<file path="src/rtl/cen_gen_pkg.sv">
// Shared encodings for the count-enable pattern generator: run modes and FSM states.
package cen_gen_pkg;

  localparam logic [1:0] MODE_ONE_SHOT = 2'd0;
  localparam logic [1:0] MODE_BURST    = 2'd1;
  localparam logic [1:0] MODE_CONT     = 2'd2;
  localparam logic [1:0] MODE_LEVEL    = 2'd3;

  localparam logic [2:0] ST_IDLE_ENC  = 3'd0;
  localparam logic [2:0] ST_DELAY_ENC = 3'd1;
  localparam logic [2:0] ST_ON_ENC    = 3'd2;
  localparam logic [2:0] ST_OFF_ENC   = 3'd3;
  localparam logic [2:0] ST_FIN_ENC   = 3'd4;

  typedef enum logic [2:0] {
    ST_IDLE  = ST_IDLE_ENC,
    ST_DELAY = ST_DELAY_ENC,
    ST_ON    = ST_ON_ENC,
    ST_OFF   = ST_OFF_ENC,
    ST_FIN   = ST_FIN_ENC
  } state_e;

endpackage

</file>
<file path="src/rtl/cen_phase_cnt.sv">
// Loadable down-counter shared by the DELAY, ON and OFF phases; flags expiry at zero.
module cen_phase_cnt #(
  parameter int WIDTH = 8
) (
  input  logic             clk,
  input  logic             rst_n,
  input  logic             load,
  input  logic [WIDTH-1:0] load_val,
  input  logic             en,
  output logic             expired
);

  localparam logic [WIDTH-1:0] ONE = 1;

  logic [WIDTH-1:0] cnt_q, cnt_d;

  always_comb begin
    cnt_d = cnt_q;
    if (load) begin
      cnt_d = load_val;
    end else if (en && (cnt_q != '0)) begin
      cnt_d = cnt_q - ONE;
    end
  end

  always_ff @(posedge clk or negedge rst_n) begin
    if (!rst_n) begin
      cnt_q <= '0;
    end else begin
      cnt_q <= cnt_d;
    end
  end

  assign expired = (cnt_q == '0);

endmodule

</file>
<file path="src/rtl/cen_pattern_gen.sv">
// Run-time programmable count-enable generator: start delay, then ON/OFF phases.
// Outputs are registered from the current state, so they trail the FSM by one edge.
module cen_pattern_gen
  import cen_gen_pkg::*;
#(
  parameter int WIDTH  = 8,
  parameter int MODE_W = 2
) (
  input  logic              clk,
  input  logic              rst_n,
  input  logic              start,
  input  logic              abort,
  input  logic [MODE_W-1:0] mode,
  input  logic [WIDTH-1:0]  delay,
  input  logic [WIDTH-1:0]  on_len,
  input  logic [WIDTH-1:0]  off_len,
  input  logic [WIDTH-1:0]  bursts,
  output logic              cen,
  output logic              busy,
  output logic              done,
  output logic [WIDTH-1:0]  burst_idx
);

  localparam logic [WIDTH-1:0] ONE = 1;

  state_e            state_q, state_d;
  logic [MODE_W-1:0] mode_q, mode_d;
  logic [WIDTH-1:0]  on_len_q, on_len_d;
  logic [WIDTH-1:0]  off_len_q, off_len_d;
  logic [WIDTH-1:0]  bursts_q, bursts_d;
  logic [WIDTH-1:0]  idx_q, idx_d;
  logic              cen_q, cen_d;
  logic              busy_q, busy_d;
  logic              done_q, done_d;
  logic [WIDTH-1:0]  burst_idx_q, burst_idx_d;

  logic             cnt_load;
  logic [WIDTH-1:0] cnt_load_val;
  logic             cnt_en;
  logic             cnt_expired;
  logic [WIDTH-1:0] last_idx;
  logic             is_level;

  cen_phase_cnt #(.WIDTH(WIDTH)) u_phase_cnt (
    .clk      (clk),
    .rst_n    (rst_n),
    .load     (cnt_load),
    .load_val (cnt_load_val),
    .en       (cnt_en),
    .expired  (cnt_expired)
  );

  always_comb begin
    state_d      = state_q;
    mode_d       = mode_q;
    on_len_d     = on_len_q;
    off_len_d    = off_len_q;
    bursts_d     = bursts_q;
    idx_d        = idx_q;
    cnt_load     = 1'b0;
    cnt_load_val = '0;
    cnt_en       = 1'b0;
    is_level     = (mode_q == MODE_W'(MODE_LEVEL));
    // bursts=0 behaves like a single burst
    last_idx     = (bursts_q == '0) ? '0 : (bursts_q - ONE);

    cen_d       = (state_q == ST_ON) && (is_level || (on_len_q != '0));
    busy_d      = (state_q == ST_DELAY) || (state_q == ST_ON) || (state_q == ST_OFF);
    done_d      = (state_q == ST_FIN);
    burst_idx_d = idx_q;

    case (state_q)
      ST_IDLE: begin
        if (start && !abort) begin
          mode_d    = mode;
          on_len_d  = on_len;
          off_len_d = off_len;
          bursts_d  = bursts;
          idx_d     = '0;
          cnt_load  = 1'b1;
          if (delay != '0) begin
            state_d      = ST_DELAY;
            cnt_load_val = delay - ONE;
          end else begin
            state_d      = ST_ON;
            cnt_load_val = on_len - ONE;
          end
        end
      end
      ST_DELAY: begin
        cnt_en = 1'b1;
        if (cnt_expired) begin
          state_d      = ST_ON;
          cnt_load     = 1'b1;
          cnt_load_val = on_len_q - ONE;
        end
      end
      ST_ON: begin
        // on_len=0 spends one silent cycle here so the sequence still terminates normally
        if (!is_level) begin
          cnt_en = 1'b1;
          if (cnt_expired || (on_len_q == '0)) begin
            if ((mode_q == MODE_W'(MODE_ONE_SHOT)) ||
                ((mode_q == MODE_W'(MODE_BURST)) && (idx_q >= last_idx))) begin
              state_d = ST_FIN;
            end else if (off_len_q == '0) begin
              idx_d        = idx_q + ONE;
              cnt_load     = 1'b1;
              cnt_load_val = on_len_q - ONE;
            end else begin
              state_d      = ST_OFF;
              cnt_load     = 1'b1;
              cnt_load_val = off_len_q - ONE;
            end
          end
        end
      end
      ST_OFF: begin
        cnt_en = 1'b1;
        if (cnt_expired) begin
          state_d      = ST_ON;
          idx_d        = idx_q + ONE;
          cnt_load     = 1'b1;
          cnt_load_val = on_len_q - ONE;
        end
      end
      ST_FIN: begin
        state_d = ST_IDLE;
      end
      default: begin
        state_d = ST_IDLE;
      end
    endcase

    if (abort && (state_q != ST_IDLE)) begin
      state_d      = ST_IDLE;
      idx_d        = '0;
      cnt_load     = 1'b1;
      cnt_load_val = '0;
      cen_d        = 1'b0;
      busy_d       = 1'b0;
      done_d       = 1'b0;
      burst_idx_d  = '0;
    end
  end

  always_ff @(posedge clk or negedge rst_n) begin
    if (!rst_n) begin
      state_q     <= ST_IDLE;
      mode_q      <= '0;
      on_len_q    <= '0;
      off_len_q   <= '0;
      bursts_q    <= '0;
      idx_q       <= '0;
      cen_q       <= 1'b0;
      busy_q      <= 1'b0;
      done_q      <= 1'b0;
      burst_idx_q <= '0;
    end else begin
      state_q     <= state_d;
      mode_q      <= mode_d;
      on_len_q    <= on_len_d;
      off_len_q   <= off_len_d;
      bursts_q    <= bursts_d;
      idx_q       <= idx_d;
      cen_q       <= cen_d;
      busy_q      <= busy_d;
      done_q      <= done_d;
      burst_idx_q <= burst_idx_d;
    end
  end

  assign cen       = cen_q;
  assign busy      = busy_q;
  assign done      = done_q;
  assign burst_idx = burst_idx_q;

endmodule

</file>
<file path="config.mk">
export PLATFORM = sky130hd
export DESIGN_NAME = cen_pattern_gen
export DESIGN_NICKNAME = d
export VERILOG_FILES = /design/src/rtl/cen_gen_pkg.sv /design/src/rtl/cen_phase_cnt.sv /design/src/rtl/cen_pattern_gen.sv
export SDC_FILE = /design/constraint.sdc
export NUM_CORES = 1
export LEC_CHECK = 0
export BUFFER_PORTS_ARGS = -buffer_cell sky130_fd_sc_hd__buf_2
export CAP_MARGIN = 30
export CORE_MARGIN = 2
export CORE_UTILIZATION = 63
export DETAILED_ROUTE_END_ITERATION = 8
export HOLD_SLACK_MARGIN = 0.05
export PLACE_DENSITY = 0.91
export SETUP_SLACK_MARGIN = 0.1
export SYNTH_ARGS = -nofsm -noshare
export SYNTH_HDL_FRONTEND = slang
export SYNTH_SLANG_ARGS = --single-unit
</file>
<file path="constraint.sdc">
create_clock -name clk -period 5.7 [get_ports clk]
set_clock_uncertainty 0.1 [all_clocks]
set_input_delay 1.14 -clock clk [delete_from_list [all_inputs] [get_ports clk]]
set_output_delay 1.14 -clock clk [all_outputs]
set_load 0.01 [all_outputs]
</file>
==> impl_metrics.json <==
{
  "netlist_instances": 390,
  "synth_fp_nets": 445,
  "place_congestion": 0.923,
  "grt_pass1_wl_um": 14000,
  "synthTopCellsByArea": "dfrtp_1 38%, mux2_2 8.6%, ha_1 5.8%, nor2_1 4.6%, xnor2_1 3.4%",
  "critPathCaptureType": "flop",
  "holdWs_ns": 0.460,
  "syn_area_per_cell_sq_um": 9.36,
  "ys_ff_latch": 56,
  "status": "finished, final reports clean",
  "slew_viol_final": 0,
  "boundaryPins": 49,
  "antenna_found_initial": 0,
  "drtPass1Iterations": 6,
  "worstPathCellList": "or3_1, nor3_1, nor3b_1, mux2i_1, ha_1, and3_1, a221oi_1, a2bb2oi_1, buf_4, and4_1, o21ai_1, a21oi_1, o22a_1",
  "yosysWarnings": 0,
  "synth_edf_count": 0,
  "period_share_pct": 71.1,
  "synthArstFlopShare_pct": 100,
  "ys_types": 60,
  "io_buffers": 48,
  "ys_seq_area_share_pct": 38.4,
  "cts_tree": "done",
  "synth_top_area_cell": "dfrtp_1",
  "wl_per_cell_um": 16.4,
  "placementRows": 27,
  "ant_nets": 0,
  "vdd_drop_max_mv": 0.296,
  "viasPerCell": 6.40,
  "path_buf_inv": 1,
  "drc": 0,
  "track_usage_pct": 27.7,
  "critical_path.top_delay_family": "simple AND/OR/NAND/NOR gates",
  "worst_skew_pair.late_latency_ns": 0.33,
  "synth.top_cell.area_share_pct": 38.4,
  "hp-class": "reg2reg",
  "setup_viol": 0,
  "syn2layout_area_growth_pct": 11.0,
  "hold_buffers": 0,
  "max_stage_delay_ns": 0.41,
  "post_cts_resize_count": 0,
  "place_hpwl_um": 6320,
  "initial_utilization_pct": 65.9,
  "die_w_um": 80.1,
  "synth_common_cells": "56 x dfrtp_1, 45 x nor2_1, 28 x mux2_2",
  "die_area_sq_mm": 0.00642,
  "grt_pass1_vias": 3049,
  "tns_ns": 0,
  "path_max_fanout": 12,
  "powerDensity_mw_per_mm2": 457,
  "drv_cap": 0,
  "post_cts_buffers": 0,
  "slowest_stage": "dfrtp_1",
  "diodes": 0,
  "relSlewSlack_pct": 54.9,
  "clockRootBuffer": "clkbuf_8",
  "coreArea_sq_mm": 0.00554,
  "cp.arrival_ns": 4.23,
  "cts_made_buffers": 5,
  "timing.fmax_ghz": 0.247,
  "routed_wl_um": 8350,
  "synth-main-ff-cell": "dfrtp_1",
  "hold_violations": 0,
  "clock_path_buffers": 2,
  "overflow": 0,
  "utilization_pct": 73.1,
  "min_period_ns": 4.05,
  "tightest_slew_ns": 0.676,
  "p_leak_nw": 1.80,
  "critical_path_class": "reg2reg",
  "htree_levels": 2,
  "vias": 3263,
  "rsz0062_at_grt": "no",
  "drive_gt1_share_pct": 22.8,
  "clk_pin_slew_ns": 0.11,
  "numClockSinks": 56,
  "netlist_area_sq_mm": 0.00365,
  "die_h_um": 80.1,
  "critPathRequiredTime_ns": 5.87,
  "yosysMostFrequentCell": "dfrtp_1",
  "worst_setup_path_start_kind": "flop",
  "grt_max_degree": 57,
  "drt_iter0_markers": 317,
  "nNetsFinal": 492
}
[per-stage QoR]
step	total power [W]	instance area [sq um]	cells	setup slack, ns
3_5_place_dp	0.00161	3960	502	1.75
5_1_grt	0.00199	4050	510	1.51
2_1_floorplan	0.00137	3650	390	2.25
3_3_place_gp	0.00156	3960	502	1.90
4_1_cts	0.00184	4050	510	1.71
6_report	0.00185	4050	510	1.65
[layout by cell type, fill, tap and decap left out, types with 3 or more instances in the layout]
cell	n
o21ai_0	8
xnor2_1	14
a21oi_1	24
inv_1	13
o22a_1	3
a2bb2oi_1	3
xor2_1	8
nand2b_1	5
o22ai_1	11
nor4_1	6
nand2_1	23
a21o_1	3
a41oi_1	3
clkbuf_8	5
dfrtp_1	56
nor2_1	45
nor3b_1	5
buf_2	48
mux2_2	28
ha_1	17
and2_1	9
o31ai_1	5
nand3_1	14
and3_1	3
or3_1	5
a31oi_1	4
nor2b_1	6
nor3_1	16
buf_4	3
[worst register-to-register path, cell delays in order (launching register included)]
cell and delay [ns]:
dfrtp_1 0.41, or3_1 0.41, nor3_1 0.25, nor3b_1 0.34, mux2i_1 0.26, ha_1 0.26
and3_1 0.18, a221oi_1 0.30, a2bb2oi_1 0.21, buf_4 0.21, and4_1 0.38, o21ai_1 0.23
a21oi_1 0.28, o22a_1 0.20
[power by group]
group	total (W)	internal (W)	switching, W
clock	0.000233	0.0000899	0.000143
sequential	0.000706	0.000529	0.000176
combinational	0.000913	0.000419	0.000494
total	0.00185	0.00104	0.000813
[cells by family (layout without fill, tap and decap cells)]
kind of cell / Yosys count / after routing / synth area share [%]
adders and majority gates: 17 / 17 / 5.83
buffers and inverters: 24 / 72 / 2.61
muxes: 29 / 29 / 8.92
and+or+nand+nor: 158 / 158 / 23.7
AOI/OAI and AO/OA: 84 / 84 / 15.3
DFF: 56 / 56 / 38.4
xor gates and xnor gates: 22 / 22 / 5.28
[cell type report]
type / count / area, sq um
well taps: 72 / 90.1
repair buffers: 51 / 263
clock inverters: 3 / 25.0
inverters: 13 / 48.8
multi-input cells: 310 / 2150
fillers: 428 / 1490
clock buffers: 5 / 68.8
flip-flops and latches: 56 / 1400
[flip-flops by register name, indices dropped and copies added (netlist names)]
signal and flops:
mode_q 2, busy 1, u_phase_cnt.cnt_q 8, burst_idx 8
done 1, bursts_q 8, off_len_q 8, cen 1
idx_q 8, state_q 3, on_len_q 8
[layer usage]
layer / wire, um / track usage, % / up-vias
li1: - / - / 1520
met1: 3600 / 37.7 / 1561
met2: 3980 / 43.2 / 156
met3: 579 / 5.96 / 26
met4: 199 / 10.7 / 0
met5: 0 / 0 / -
[final timing paths]
kind,cells after the start,slack [ns],from,endpoint
setup / recovery,13,1.65,bursts_q[1],u_phase_cnt.cnt_q[7]
hold reg to reg,1,0.46,bursts_q[1],bursts_q[1]
min in group asynchronous,2,0.83,rst_n,bursts_q[5]
hold / removal,1,0.46,bursts_q[1],bursts_q[1]
setup reg to reg,13,1.65,bursts_q[1],u_phase_cnt.cnt_q[7]
max in group asynchronous,2,4.23,rst_n,on_len_q[5]
(Power assumes the default switching activity.)
